`src/rtl/stepper_ramp_gen.sv`:
```
// Trapezoidal step/direction generator: accepts one move command and emits
// square_wave with linear accel/decel of the half-period, then pulses done.
module stepper_ramp_gen #(
    parameter int CNT_W       = 24,
    parameter int STEP_W      = 16,
    parameter int ACCEL_DELTA = 10
) (
    input  logic              clk,
    input  logic              rst,
    input  logic              cmd_valid,
    output logic              cmd_ready,
    input  logic [STEP_W-1:0] cmd_steps,
    input  logic              cmd_dir,
    input  logic [CNT_W-1:0]  cmd_start_half,
    input  logic [CNT_W-1:0]  cmd_min_half,
    input  logic              abort,
    output logic              square_wave,
    output logic              pin1,
    output logic              pin2,
    output logic              busy,
    output logic              done,
    output logic [STEP_W-1:0] steps_done
);

    typedef enum logic [2:0] {
        S_IDLE,
        S_ACCEL,
        S_CRUISE,
        S_DECEL,
        S_DONE
    } state_t;

    localparam logic [CNT_W-1:0] DELTA      = CNT_W'(ACCEL_DELTA);
    localparam logic [CNT_W-1:0] HALF_FLOOR = CNT_W'(2);

    state_t              state_q, state_d;
    logic [STEP_W-1:0]   steps_q, steps_d;
    logic [STEP_W-1:0]   steps_done_q, steps_done_d;
    logic [STEP_W-1:0]   ramp_cnt_q, ramp_cnt_d;
    logic [CNT_W-1:0]    start_half_q, start_half_d;
    logic [CNT_W-1:0]    min_half_q, min_half_d;
    logic [CNT_W-1:0]    cur_half_q, cur_half_d;
    logic [CNT_W-1:0]    half_cnt_q, half_cnt_d;
    logic                sq_q, sq_d;
    logic                pin1_q, pin1_d;
    logic                pin2_q, pin2_d;
    logic                abort_hi_q, abort_hi_d;

    logic [CNT_W-1:0]    start_c, min_raw, min_c;
    logic [CNT_W:0]      inc_sum;
    logic [CNT_W-1:0]    half_up, half_up_c, half_dn, half_dn_c;
    logic [STEP_W-1:0]   steps_inc, rem, ramp_inc;
    logic                half_end;

    assign start_c   = (cmd_start_half < HALF_FLOOR) ? HALF_FLOOR : cmd_start_half;
    assign min_raw   = (cmd_min_half < HALF_FLOOR) ? HALF_FLOOR : cmd_min_half;
    assign min_c     = (min_raw > start_c) ? start_c : min_raw;

    assign inc_sum   = {1'b0, cur_half_q} + {1'b0, DELTA};
    assign half_up   = inc_sum[CNT_W] ? '1 : inc_sum[CNT_W-1:0];
    assign half_up_c = (half_up > start_half_q) ? start_half_q : half_up;
    assign half_dn   = (cur_half_q < DELTA) ? '0 : cur_half_q - DELTA;
    assign half_dn_c = (half_dn < min_half_q) ? min_half_q : half_dn;

    assign steps_inc = steps_done_q + STEP_W'(1);
    assign rem       = steps_q - steps_inc;
    assign ramp_inc  = ramp_cnt_q + STEP_W'(1);
    assign half_end  = (half_cnt_q == cur_half_q - CNT_W'(1));

    always_comb begin
        state_d      = state_q;
        steps_d      = steps_q;
        steps_done_d = steps_done_q;
        ramp_cnt_d   = ramp_cnt_q;
        start_half_d = start_half_q;
        min_half_d   = min_half_q;
        cur_half_d   = cur_half_q;
        half_cnt_d   = half_cnt_q;
        sq_d         = sq_q;
        pin1_d       = pin1_q;
        pin2_d       = pin2_q;
        abort_hi_d   = abort_hi_q;

        case (state_q)
            S_IDLE: begin
                if (cmd_valid) begin
                    steps_d      = cmd_steps;
                    start_half_d = start_c;
                    min_half_d   = min_c;
                    cur_half_d   = start_c;
                    steps_done_d = '0;
                    ramp_cnt_d   = '0;
                    half_cnt_d   = '0;
                    sq_d         = 1'b0;
                    abort_hi_d   = 1'b0;
                    pin1_d       = ~cmd_dir;
                    pin2_d       = cmd_dir;
                    state_d      = (cmd_steps == '0) ? S_DONE : S_ACCEL;
                end
            end
            S_ACCEL, S_CRUISE, S_DECEL: begin
                // Termination is decided in the cycle after the final falling
                // edge, so done lands one edge after the last step completes.
                if ((steps_done_q == steps_q) || (!sq_q && (abort || abort_hi_q))) begin
                    state_d = S_DONE;
                end else begin
                    if (abort) begin
                        abort_hi_d = 1'b1;
                    end
                    if (half_end) begin
                        half_cnt_d = '0;
                        sq_d       = ~sq_q;
                        if (sq_q) begin
                            steps_done_d = steps_inc;
                            if (rem != '0) begin
                                if (state_q == S_ACCEL) begin
                                    ramp_cnt_d = ramp_inc;
                                    if (rem <= ramp_inc) begin
                                        state_d = S_DECEL;
                                    end else begin
                                        cur_half_d = half_dn_c;
                                        if (half_dn_c == min_half_q) begin
                                            state_d = S_CRUISE;
                                        end
                                    end
                                end else if (state_q == S_CRUISE) begin
                                    if (rem <= ramp_cnt_q) begin
                                        state_d    = S_DECEL;
                                        cur_half_d = half_up_c;
                                    end
                                end else begin
                                    cur_half_d = half_up_c;
                                end
                            end
                        end
                    end else begin
                        half_cnt_d = half_cnt_q + CNT_W'(1);
                    end
                end
            end
            S_DONE: begin
                state_d = S_IDLE;
            end
            default: begin
                state_d = S_IDLE;
            end
        endcase
    end

    always_ff @(posedge clk) begin
        if (rst) begin
            state_q      <= S_IDLE;
            steps_q      <= '0;
            steps_done_q <= '0;
            ramp_cnt_q   <= '0;
            start_half_q <= '0;
            min_half_q   <= '0;
            cur_half_q   <= '0;
            half_cnt_q   <= '0;
            sq_q         <= 1'b0;
            pin1_q       <= 1'b0;
            pin2_q       <= 1'b0;
            abort_hi_q   <= 1'b0;
        end else begin
            state_q      <= state_d;
            steps_q      <= steps_d;
            steps_done_q <= steps_done_d;
            ramp_cnt_q   <= ramp_cnt_d;
            start_half_q <= start_half_d;
            min_half_q   <= min_half_d;
            cur_half_q   <= cur_half_d;
            half_cnt_q   <= half_cnt_d;
            sq_q         <= sq_d;
            pin1_q       <= pin1_d;
            pin2_q       <= pin2_d;
            abort_hi_q   <= abort_hi_d;
        end
    end

    assign square_wave = sq_q;
    assign pin1        = pin1_q;
    assign pin2        = pin2_q;
    assign steps_done  = steps_done_q;
    assign cmd_ready   = (state_q == S_IDLE);
    assign done        = (state_q == S_DONE);
    assign busy        = (state_q == S_ACCEL) || (state_q == S_CRUISE) || (state_q == S_DECEL);

endmodule
```
`config.mk`:
```
export PLATFORM = sky130hd
export DESIGN_NAME = stepper_ramp_gen
export DESIGN_NICKNAME = d
export VERILOG_FILES = /design/src/rtl/stepper_ramp_gen.sv
export SDC_FILE = /design/constraint.sdc
export NUM_CORES = 1
export LEC_CHECK = 0
export ABC_AREA = 1
export CAP_MARGIN = 20
export CORE_ASPECT_RATIO = 0.6
export CORE_UTILIZATION = 61
export DETAILED_ROUTE_END_ITERATION = 10
export MAX_ROUTING_LAYER = met4
export PLACE_DENSITY = 0.82
export SETUP_SLACK_MARGIN = 0.4
export SYNTH_ARGS = -nofsm -noshare
export SYNTH_HDL_FRONTEND = slang
export SYNTH_SLANG_ARGS = --single-unit
export TNS_END_PERCENT = 5
```
`constraint.sdc`:
```
create_clock -name clk -period 6.1 [get_ports clk]
set_input_delay 1.22 -clock clk [delete_from_list [all_inputs] [get_ports clk]]
set_output_delay 1.22 -clock clk [all_outputs]
set_load 0.1 [all_outputs]
```
# [Yosys cells after proc, flatten, opt, wreduce, memory -nomap -nowiden]
# Cells that the tools add are included.
[word_totals] word_cells=121 reg_bits=151 output_inout_bits=22 input_bits=69
[classes] eq_ne=22 reduce_logical=19 n_mux=51 bitwise=2 magnitude_cmp=8 add_sub_neg=7
[ops] operator="2-to-1 mux 24 bit" count=19
[ops] operator="2-to-1 mux 16 bit" count=9
[ops] operator="case mux 24 bit (2 select lines)" count=2
[ops] operator="case mux 16 bit (2 select lines)" count=2
[ops] operator="equality test 24 bit" count=2
[ops] operator="> comparator 24 bit" count=2
[ops] operator="< comparator 24 x 2 -> 1 bit (second input constant)" count=2
[ops] operator="2-to-1 mux 3 bit" count=11
[ops] operator="adder 16 x 1 -> 16 bit (second input constant)" count=2
[ops] operator="less-or-equal comparator 16 bit" count=2
[ops] operator="adder 24 x 4 -> 25 bit (second input constant)" count=1
[ops] operator="adder 24 x 1 -> 24 bit (second input constant)" count=1
[ops] operator="< comparator 24 bit" count=1
[ops] operator="< comparator 24 x 4 -> 1 bit (second input constant)" count=1
[ops] operator="subtractor 24 x 1 -> 24 bit (second input constant)" count=1
[ops] operator="subtractor 24 x 4 -> 24 bit (second input constant)" count=1
[ops] operator="equality test 16 bit" count=1
[ops] operator="logical NOT 16 bit" count=1
[ops] operator="nonzero test 16 bit" count=1
[ops] operator="subtractor 16 bit" count=1
[ops] operator="inequality test 2 bit (second input constant)" count=7
[ops] operator="AND reduction 7 bit" count=2
[ops] operator="inequality test 3 bit (second input constant)" count=4
[ops] operator="inequality test 4 bit (second input constant)" count=3
[ops] operator="19 further kinds" count=30

# [Logic depth before layout (Yosys ltp)]
# Gate-level depths: netlist (run 1).
[depth] word_depth=13 depth_mapped=41 depth_no_buf=41

# [Least setup slack after synthesis (run 1)]
# Ideal clock, no wire load.
[synth_timing] kind="register -> register" start="register steps_done_q[1], in the netlist steps_done[1]" end="register cur_half_q[21]" period_less_slack_ns=5.485 t_required_ns=5.986 setup_slack_ns=0.615 path_stages_with_launch=41 setup_time_ns=0.114 n_path_buf=1 arrival_time_ns=5.371 cell_sequence="dfxtp_1 -> ha_1 -> nand2_1 -> nor2_1 -> inv_1 -> nor2_1 -> inv_1 -> nor2_1 -> nand2_1 -> nor2_1 -> inv_1 -> nor2_1 -> inv_1 -> nor2_1 -> inv_1 -> nor2_1 -> xor2_1 -> ha_1 -> [5 not listed] -> a21boi_0 -> xor2_1 -> inv_1 -> ha_1 -> nand2_1 -> inv_1 -> nand3_1 -> nor3_1 -> nand2_1 -> o2111ai_1 -> nand2_1 -> nand2_1 -> nand2_1 -> nor3_4 -> o21ai_4 -> buf_2 -> o21ai_1 -> inv_1"
[synth_via] elab_chain_len=5 word_cells_on_any_way=12 classes_between="add/sub (2); order compare (2); eq/ne (5); reduce/logical (3)"
[synth_rtl] element="from (decl)" line="38" rtl="logic [STEP_W-1:0] steps_done_q, steps_done_d;"
[synth_rtl] element="from (signal assigned)" line="167" rtl="steps_done_q <= steps_done_d;"
[synth_rtl] element="adder 16 x 1 -> 16 bit" line="65" rtl="assign steps_inc = steps_done_q + STEP_W'(1);"
[synth_rtl] element="subtractor 16 bit" line="66" rtl="assign rem = steps_q - steps_inc;"
[synth_rtl] element="less-or-equal comparator 16 bit (tied with other cells)" line="127" rtl="if (rem <= ramp_cnt_q) begin"
[synth_rtl] element="inequality test 4 bit (no line) (tied with other cells)"
[synth_rtl] element="AND reduction 8 bit (no line) *"
[synth_rtl] element="to (signal assigned)" line="171" rtl="cur_half_q <= cur_half_d;"
[synth_rtl] element="to (decl)" line="42" rtl="logic [CNT_W-1:0] cur_half_q, cur_half_d;"
# Mark *: on every way between the ends. The rest lies on a longest branch, timed or not.
# A chain may end at the register's enable or synchronous reset.

# [Worst setup path in the final report (run 1)]
[layout_timing] start="register steps_done_q[0], in the netlist steps_done[0]" end="register cur_half_q[19]"
# The elaborated chain is that of the path after synthesis.

==> results of run 1 <==
## report_power, final
group	switching (uW)	internal, uW
clock	502	695
combinational	4770	2210
sequential	240	1200
total	5510	4100
## per-stage QoR
stage          power [uW]  hold WS [ps]  instance area (um2)  cells  worst slack, ps
2_1_floorplan        6390           437                13900   2116              615
5_1_grt             10300           534                15600   2473              225
3_5_place_dp         7900           491                14800   2424              375
6_report             9620           504                15600   2473              691
4_1_cts              9130           506                15400   2457              430
3_3_place_gp         7740           452                14800   2424              659
## final timing paths
path | from | to | depth (start not counted)
min reg2reg | pin2$_SDFFE_PP0P_ | pin2$_SDFFE_PP0P_ | 2
min | pin2$_SDFFE_PP0P_ | pin2$_SDFFE_PP0P_ | 2
max reg2reg | steps_done[0]$_SDFFE_PP0P_ | cur_half_q[19]$_SDFFE_PP0P_ | 38
max | steps_done[0]$_SDFFE_PP0P_ | cur_half_q[19]$_SDFFE_PP0P_ | 38
## kinds of logic after synthesis
logic type      count (synthesis)  synth area share, %
flops                         151                 21.7
simple gates                  863                 29.1
compound gates                448                 18.9
fa+ha+maj                     126                 11.4
xor+xnor                       94                 5.96
buf+inv                       434                 13.0
## routing by layer
metal / track usage (%) / part of all wire, % / wire length (um)
met1: 59.6 / 46 / 20900
met2: 48.4 / 37 / 16900
met3: 15.3 / 16 / 7470
met4: 7.41 / 1.3 / 598
met5: - / 0 / 0
## timing repair
item                                    CTS  global route
setup buffers                             0            14
cloned                                    1             2
hold endpoints to repair                  0             0
endpoints found under the setup margin    6            27
resized for setup                         0            20
pin swaps                                 0             6
## registers in the layout, summed over array words and instances (netlist names), 3 cells and up
name	count
steps_done	16
half_cnt_q	24
start_half_q	24
steps_q	16
cur_half_q	24
ramp_cnt_q	16
state_q	3
min_half_q	24
## critical path: cells and delay by family, from the launching register on
family | cells | cell delay, ps
compound gates | 8 | 1220
xor+xnor | 2 | 440
fa+ha+maj | 3 | 850
buf+inv | 8 | 680
flops | 1 | 370
simple gates | 17 | 1800
## cell type report
| cell class | instances | area, um2 |
|---|---|---|
| clock buffer | 17 | 425 |
| inverter | 327 | 1240 |
| tap | 308 | 385 |
| multi-input combinational | 1534 | 9180 |
| fill | 1920 | 6610 |
| timing repair buffer | 121 | 1140 |
| sequential | 151 | 3030 |
| clock inverter | 15 | 214 |
## cells in the mapped netlist, drive strengths merged (4+ instances only)
cell type,count
nand2,373
inv,320
nor2,255
o21ai,176
dfxtp,151
a21oi,140
ha,125
nand3,113
xor2,74
clkbuf,63
o211ai,48
o22ai,46
buf,44
nor3,39
nand4,37
nor4,26
xnor2,20
nand3b,10
a211oi,8
clkinv,7
o2111ai,4
o21a,4
o21bai,4
or2,4
==> results.ini, run 1 <==
[timing]
setup_tns_ps=0
slew_headroom_pct=31.9
setup_viol=0
rsz0062_at_grt=yes
min_period_ps=5410
finalClockSkew_ps=11.7
worst_pin_slew_ps=1020
period_share_pct=88.7
fmax_mhz=185
hold_violations=0
maxSlewViolCount=0

[clocking]
ctsRootBufferMaster=clkbuf_16
clk_pin_slew_ps=70
cts_sinks=151
cts_tree=done
cts_hold_buffers=0
clk_path_buf_depth=2
htree_levels=4
clkLatencyLatePin_ps=450
numCtsBuffers=17

[logic_synthesis]
yosys.cell_types.count=67
synth_area_um2=13900
synth_seq_cells=151
synth-edff-count=0
synth_area_leaders=dfxtp_1, ha_1, nand2_1, inv_1, nor2_1
netlist.area_leader.share_pct=21.7
yosysWarnings=0
synthArstFlopShare_pct=0
synth_cells=2116
ys_dominant_reg_cell=dfxtp_1
ys_seq_area_share_pct=21.7
synth_largest_area_cell=dfxtp_1
avgSynthCellArea_um2=6.58
synthesis.nets=2311

[grt]
grt-ovfl-total=0
track_usage_pct=39.7
grt_pass1_vias=12800
grt_pass1_wl_mm=69.9
grt_max_degree=61
grt_antenna_before_repair=0

[cells_and_area]
drive_gt1_share_pct=9.61
areaGrowthSynthToFinish_pct=12.1
fin_util_pct=70.3
diodes=0
most-common-layout-cells=nand2_1, inv_1, nor2_1
layout_commonest_cell=nand2_1
nNetsFinal=2347

[drt]
drtAntennaViolNets=0
vias=14800
drc=0
drtIter0Drc=1939
viasPerCell=5.99
dr.pass1.iters=6
avgRoutedWirePerCell_um=18.5
routed_wl_mm=45.8

[die]
die_w_um=197
coreArea_um2=22200
start_util_pct=62.7
dieArea_um2=23500
rows=42
io_pins=91
fp.dieH_um=119

[pwr]
p_leak_uw=0.00699
power.density_nw_per_um2=616
peakVddDrop_mv=0.331

[placement]
io_buffers=90
gp_congestion=1.02
hpwl_mm=35.2

[setup_path]
max_stage_delay_ps=370
cpMaxStageDelayCell=dfxtp_2
endpoint_kind=register
crit_fanout=12
worstSetupPathType=register to register
cp-start-kind=register
crit_arrival_ps=5800
required_ps=6490
rrSetupSlack_ps=690
crit_top_cell=inv_1

[min_path]
min_path_type=register to register

[job]
cap_violations=0

[outcome]
status=complete, no violations

No activity file was read; power rests on OpenSTA's default activity.
==> run 2, diff against run 1 <==
- CORE_UTILIZATION: 61 -> 60
- PLACE_DENSITY: 0.82 -> 0.81
- TNS_END_PERCENT: 5 -> 50
==> results.ini, run 2 (synthesis results as in run 1) <==
[timing]
min_period_ps=5380
finalClockSkew_ps=12.7
worst_pin_slew_ps=1030
period_share_pct=88.1
setup_tns_ps=0
hold_violations=0
slew_headroom_pct=30.9
rsz0062_at_grt=no
setup_viol=0
maxSlewViolCount=0
fmax_mhz=186
whs_ps=473

[min_path]
hold_depth=2
hp-start=pin2$_SDFFE_PP0P_
min_path_type=register to register
hold_end=pin2$_SDFFE_PP0P_

[die]
coreArea_um2=22400
dieArea_um2=23900
rows=42
start_util_pct=62.2
io_pins=91
fp.dieH_um=120
die_w_um=199

[drt]
dr.pass1.iters=6
routed_wl_mm=45.6
drc=0
viasPerCell=5.92
drtIter0Drc=1921
vias=14600
drtAntennaViolNets=0
avgRoutedWirePerCell_um=18.5

[cells_and_area]
final_area_um2=15600
regArea_um2=3030
layout_commonest_cell=nand2_1
diodes=0
drive_gt1_share_pct=9.59
most-common-layout-cells=nand2_1, inv_1, nor2_1
nNetsFinal=2340
fill_cells=1964
areaGrowthSynthToFinish_pct=11.8
multi_input_area_um2=9190

[pwr]
peakVddDrop_mv=0.401
total_power_uw=9520
p_leak_uw=0.00698
power.density_nw_per_um2=611

[setup_path]
crit_fanout=8
cp-start-kind=register
rrSetupSlack_ps=720
cpMaxStageDelayCell=dfxtp_1
crit_arrival_ps=5720
max_stage_delay_ps=490
r2r-end=cur_half_q[10]$_SDFFE_PP0P_
timing.rr.start=steps_done[2]$_SDFFE_PP0P_
rr_worst_depth=31
required_ps=6440
endpoint_kind=register
worstSetupPathType=register to register

[clocking]
htree_levels=4
clk_path_buf_depth=2
cts_sinks=151
clk_pin_slew_ps=70
cts_tree=done
numCtsBuffers=17
clkLatencyLatePin_ps=450
cts_hold_buffers=0
ctsRootBufferMaster=clkbuf_16

[grt]
grt_pass1_wl_mm=70.3
met2_usage_pct=48.1
track_usage_pct=39.5
grt_max_degree=60
use_met1_pct=58.4
grt_pass1_vias=12900
grt-ovfl-total=0
use_met3_pct=17.0
grt_antenna_before_repair=0
grt.busiest_layer=met1

[placement]
hpwl_mm=35.4
gp_congestion=1.04
io_buffers=90
dpl_cell_area_um2=14700

[job]
cap_violations=0

[outcome]
status=complete, no violations

==> run 2: cell types whose count changed in the layout (fill, tap and decap cells not counted), moves of 2 or more <==
| cell | before | now |
|---|---|---|
| inv_6 | 6 | 2 |
| clkbuf_8 | 0 | 2 |
| buf_4 | 30 | 24 |
| nor2_1 | 215 | 213 |
| clkinvlp_4 | 5 | 3 |
| inv_2 | 15 | 17 |
| clkinv_4 | 1 | 5 |
| dfxtp_1 | 149 | 147 |
| nor2_2 | 24 | 26 |
| dfxtp_2 | 1 | 3 |
==> run 2: timing repair <==
| action | 4_1_cts | 5_1_grt |
|---|---|---|
| gates cloned | 1 | 2 |
| setup buffers | 0 | 11 |
| endpoints found under the setup margin | 7 | 27 |
| hold endpoints to repair | 0 | 0 |
| gates resized for setup | 0 | 24 |
| pin swaps | 0 | 6 |
==> run 2: metrics by stage <==
stage / utilization, % / worst slack, ps / instances
after floorplan: - / 615 / 2116
final: 69.6 / 723 / 2466
after CTS: 68.7 / 482 / 2453
after detailed placement: 65.9 / 401 / 2420
after global routing: 69.6 / 418 / 2466
after global placement: 65.9 / 688 / 2420
==> run 2: worst max path at each step <==
stage	start	end	slack (ps)	depth (start not counted)
after detailed placement	steps_done[1]$_SDFFE_PP0P_	cur_half_q[17]$_SDFFE_PP0P_	400	39
after floorplan	steps_done[1]$_SDFFE_PP0P_	cur_half_q[21]$_SDFFE_PP0P_	620	40
final	steps_done[2]$_SDFFE_PP0P_	cur_half_q[10]$_SDFFE_PP0P_	720	31
after global routing	cur_half_q[1]$_SDFFE_PP0P_	state_q[0]$_SDFFE_PP0P_	420	29
after CTS	steps_done[1]$_SDFFE_PP0P_	cur_half_q[17]$_SDFFE_PP0P_	480	39
after global placement	steps_done[1]$_SDFFE_PP0P_	cur_half_q[19]$_SDFFE_PP0P_	690	39
==> run 2: power breakdown <==
part | total [uW] | internal [uW] | switching (uW) | leakage (uW)
Clock | 1150 | 669 | 479 | 0.000296
Combinational | 6920 | 2190 | 4720 | 0.00544
Sequential | 1450 | 1200 | 248 | 0.00124
==> run 2: area by class of cell <==
cell class | count | area share (%)
inverters | 327 | 7.95
repair buffers | 115 | 7.10
multi-input cells | 1533 | 59.0
clock inverters | 13 | 1.09
flip-flops and latches | 151 | 19.5
clock buffers | 19 | 2.91
well taps | 308 | 2.47
==> run 2: critical path, delay by kind of cell (launching register included) <==
kind / cells / cell delay [ps]
buffers and inverters: 6 / 710
and+or+nand+nor: 15 / 2130
xor gates and xnor gates: 2 / 370
DFF: 1 / 490
AOI/OAI and AO/OA: 6 / 880
adders and majority gates: 2 / 710
==> run 2: layer usage <==
layer | wire [um] | part of all wire, %
met5 | 0 | 0
met4 | 427 | 0.94
met3 | 7630 | 17
met2 | 16500 | 36
met1 | 21000 | 46
==> run 3, diff against run 2 <==
- DONT_BUFFER_PORTS: default -> 1
- PLACE_DENSITY: 0.81 -> 0.76
==> results.ini, run 3 (synthesis results as in run 1) <==
[timing]
fmax_mhz=188
hold_violations=0
rsz0062_at_grt=no
setup_slack_ps=768
setup_viol=0
period_share_pct=87.4
maxSlewViolCount=0
slew_headroom_pct=25.8
finalClockSkew_ps=8.05
worst_pin_slew_ps=1110
setup_tns_ps=0
min_period_ps=5330

[setup_path]
timing.rr.start=steps_done[0]$_SDFFE_PP0P_
crit_top_cell=nand2_1
endpoint_kind=register
required_ps=6440
rrSetupSlack_ps=770
r2r-end=cur_half_q[0]$_SDFFE_PP0P_
worstSetupPathType=register to register
crit_fanout=26
crit_arrival_ps=5670
cp-start-kind=register
max_stage_delay_ps=360
cpMaxStageDelayCell=ha_1
rr_worst_depth=31

[pwr]
seqPwrFrac_pct=15.9
p_switching_uw=5360
internal-power_uw=3990
clockPowerShare_pct=12.4
peakVddDrop_mv=0.412
comb_power_share_pct=71.8
power.density_nw_per_um2=633
p_leak_uw=0.00671
switching_share_pct=57.4

[min_path]
hold_end=abort_hi_q$_SDFFE_PP0P_
hold_depth=2
min_path_type=register to register
hp-start=abort_hi_q$_SDFFE_PP0P_

[placement]
hpwl_mm=34.8
dp_cells=2345
io_buffers=0
pre_cts_ws_ps=479
gp_congestion=0.978

[grt]
grt_pass1_vias=12300
grt-ovfl-total=0
grt_max_degree=62
grt_antenna_before_repair=0
track_usage_pct=39.0
grt_pass1_wl_mm=68.5

[cells_and_area]
nNetsFinal=2262
diodes=0
most-common-layout-cells=nand2_1, inv_1, nor2_1
areaGrowthSynthToFinish_pct=6.01
layout_commonest_cell=nand2_1
drive_gt1_share_pct=10.2
fin_cells=2388

[die]
io_pins=91
coreArea_um2=22400
start_util_pct=62.2
die_w_um=199
dieArea_um2=23900
rows=42
fp.dieH_um=120

[clocking]
numCtsBuffers=17
cts_hold_buffers=0
cts_tree=done
clkLatencyLatePin_ps=460
clk_pin_slew_ps=70
htree_levels=4
ctsRootBufferMaster=clkbuf_16
clk_path_buf_depth=2
cts_sinks=151

[drt]
dr.pass1.iters=8
routed_wl_mm=44.6
drc=0
vias=14200
drtIter0Drc=1947
drtAntennaViolNets=0
avgRoutedWirePerCell_um=18.7
viasPerCell=5.93

[outcome]
status=complete, no violations

[job]
cap_violations=0

==> run 3: worst max-delay path by stage <==
stage                               start                          end  slack [ps]  depth (start not counted)
6_report       steps_done[0]$_SDFFE_PP0P_   cur_half_q[0]$_SDFFE_PP0P_         770                         31
5_1_grt        steps_done[1]$_SDFFE_PP0P_  cur_half_q[18]$_SDFFE_PP0P_         290                         42
4_1_cts        cur_half_q[2]$_SDFFE_PP0P_  cur_half_q[10]$_SDFFE_PP0P_         430                         29
3_5_place_dp   cur_half_q[2]$_SDFFE_PP0P_  cur_half_q[11]$_SDFFE_PP0P_         480                         28
3_3_place_gp   cur_half_q[2]$_SDFFE_PP0P_  cur_half_q[11]$_SDFFE_PP0P_         550                         28
2_1_floorplan  steps_done[1]$_SDFFE_PP0P_  cur_half_q[21]$_SDFFE_PP0P_         620                         40
==> run 3: worst max-delay path, delay by kind of cell (launching register included) <==
family / cells / cell delay (ps)
buf+inv: 6 / 900
fa+ha+maj: 2 / 680
flops: 1 / 340
xor+xnor: 2 / 400
compound gates: 6 / 880
simple gates: 15 / 2000
==> run 3: power groups by stage <==
| stage | combinational [uW] | sequential (uW) | clock [uW] |
|---|---|---|---|
| floorplan | 4850 | 1540 | 0 |
| global placement | 6140 | 1480 | 0 |
| detailed placement | 6290 | 1490 | 0 |
| CTS | 6340 | 1470 | 1160 |
| global route | 7390 | 1500 | 1200 |
| finish | 6710 | 1480 | 1160 |
==> run 3: area by class of cell <==
class / instances / area, um2
clock inverter: 14 / 188
tap: 308 / 385
clock buffer: 18 / 439
inverter: 327 / 1240
multi-input combinational: 1531 / 9150
timing repair buffer: 39 / 337
fill: 2008 / 7620
sequential: 151 / 3020
==> run 3: per-stage QoR <==
stage	cell area, um2	hold WS (ps)	power, uW	utilization (%)
4_1_cts	14600	485	8970	65.4
6_report	14800	488	9350	66.0
3_3_place_gp	14000	448	7620	62.3
5_1_grt	14800	535	10100	66.0
2_1_floorplan	13900	437	6390	-
3_5_place_dp	14000	470	7770	62.6
==> run 3: timing repair <==
action,CTS,global route
setup buffers,0,11
gates resized for setup,1,14
endpoints found under the hold margin,0,0
pin swaps,0,6
setup endpoints to repair,1,26
==> run 3: per-layer routing <==
metal  track usage, %  up-vias  wire length, um
li1                 -     6897                -
met1             59.8     6412            21800
met2             46.4      805            15700
met3             15.0       40             6660
met4             6.15        0              379
met5                -        -                0
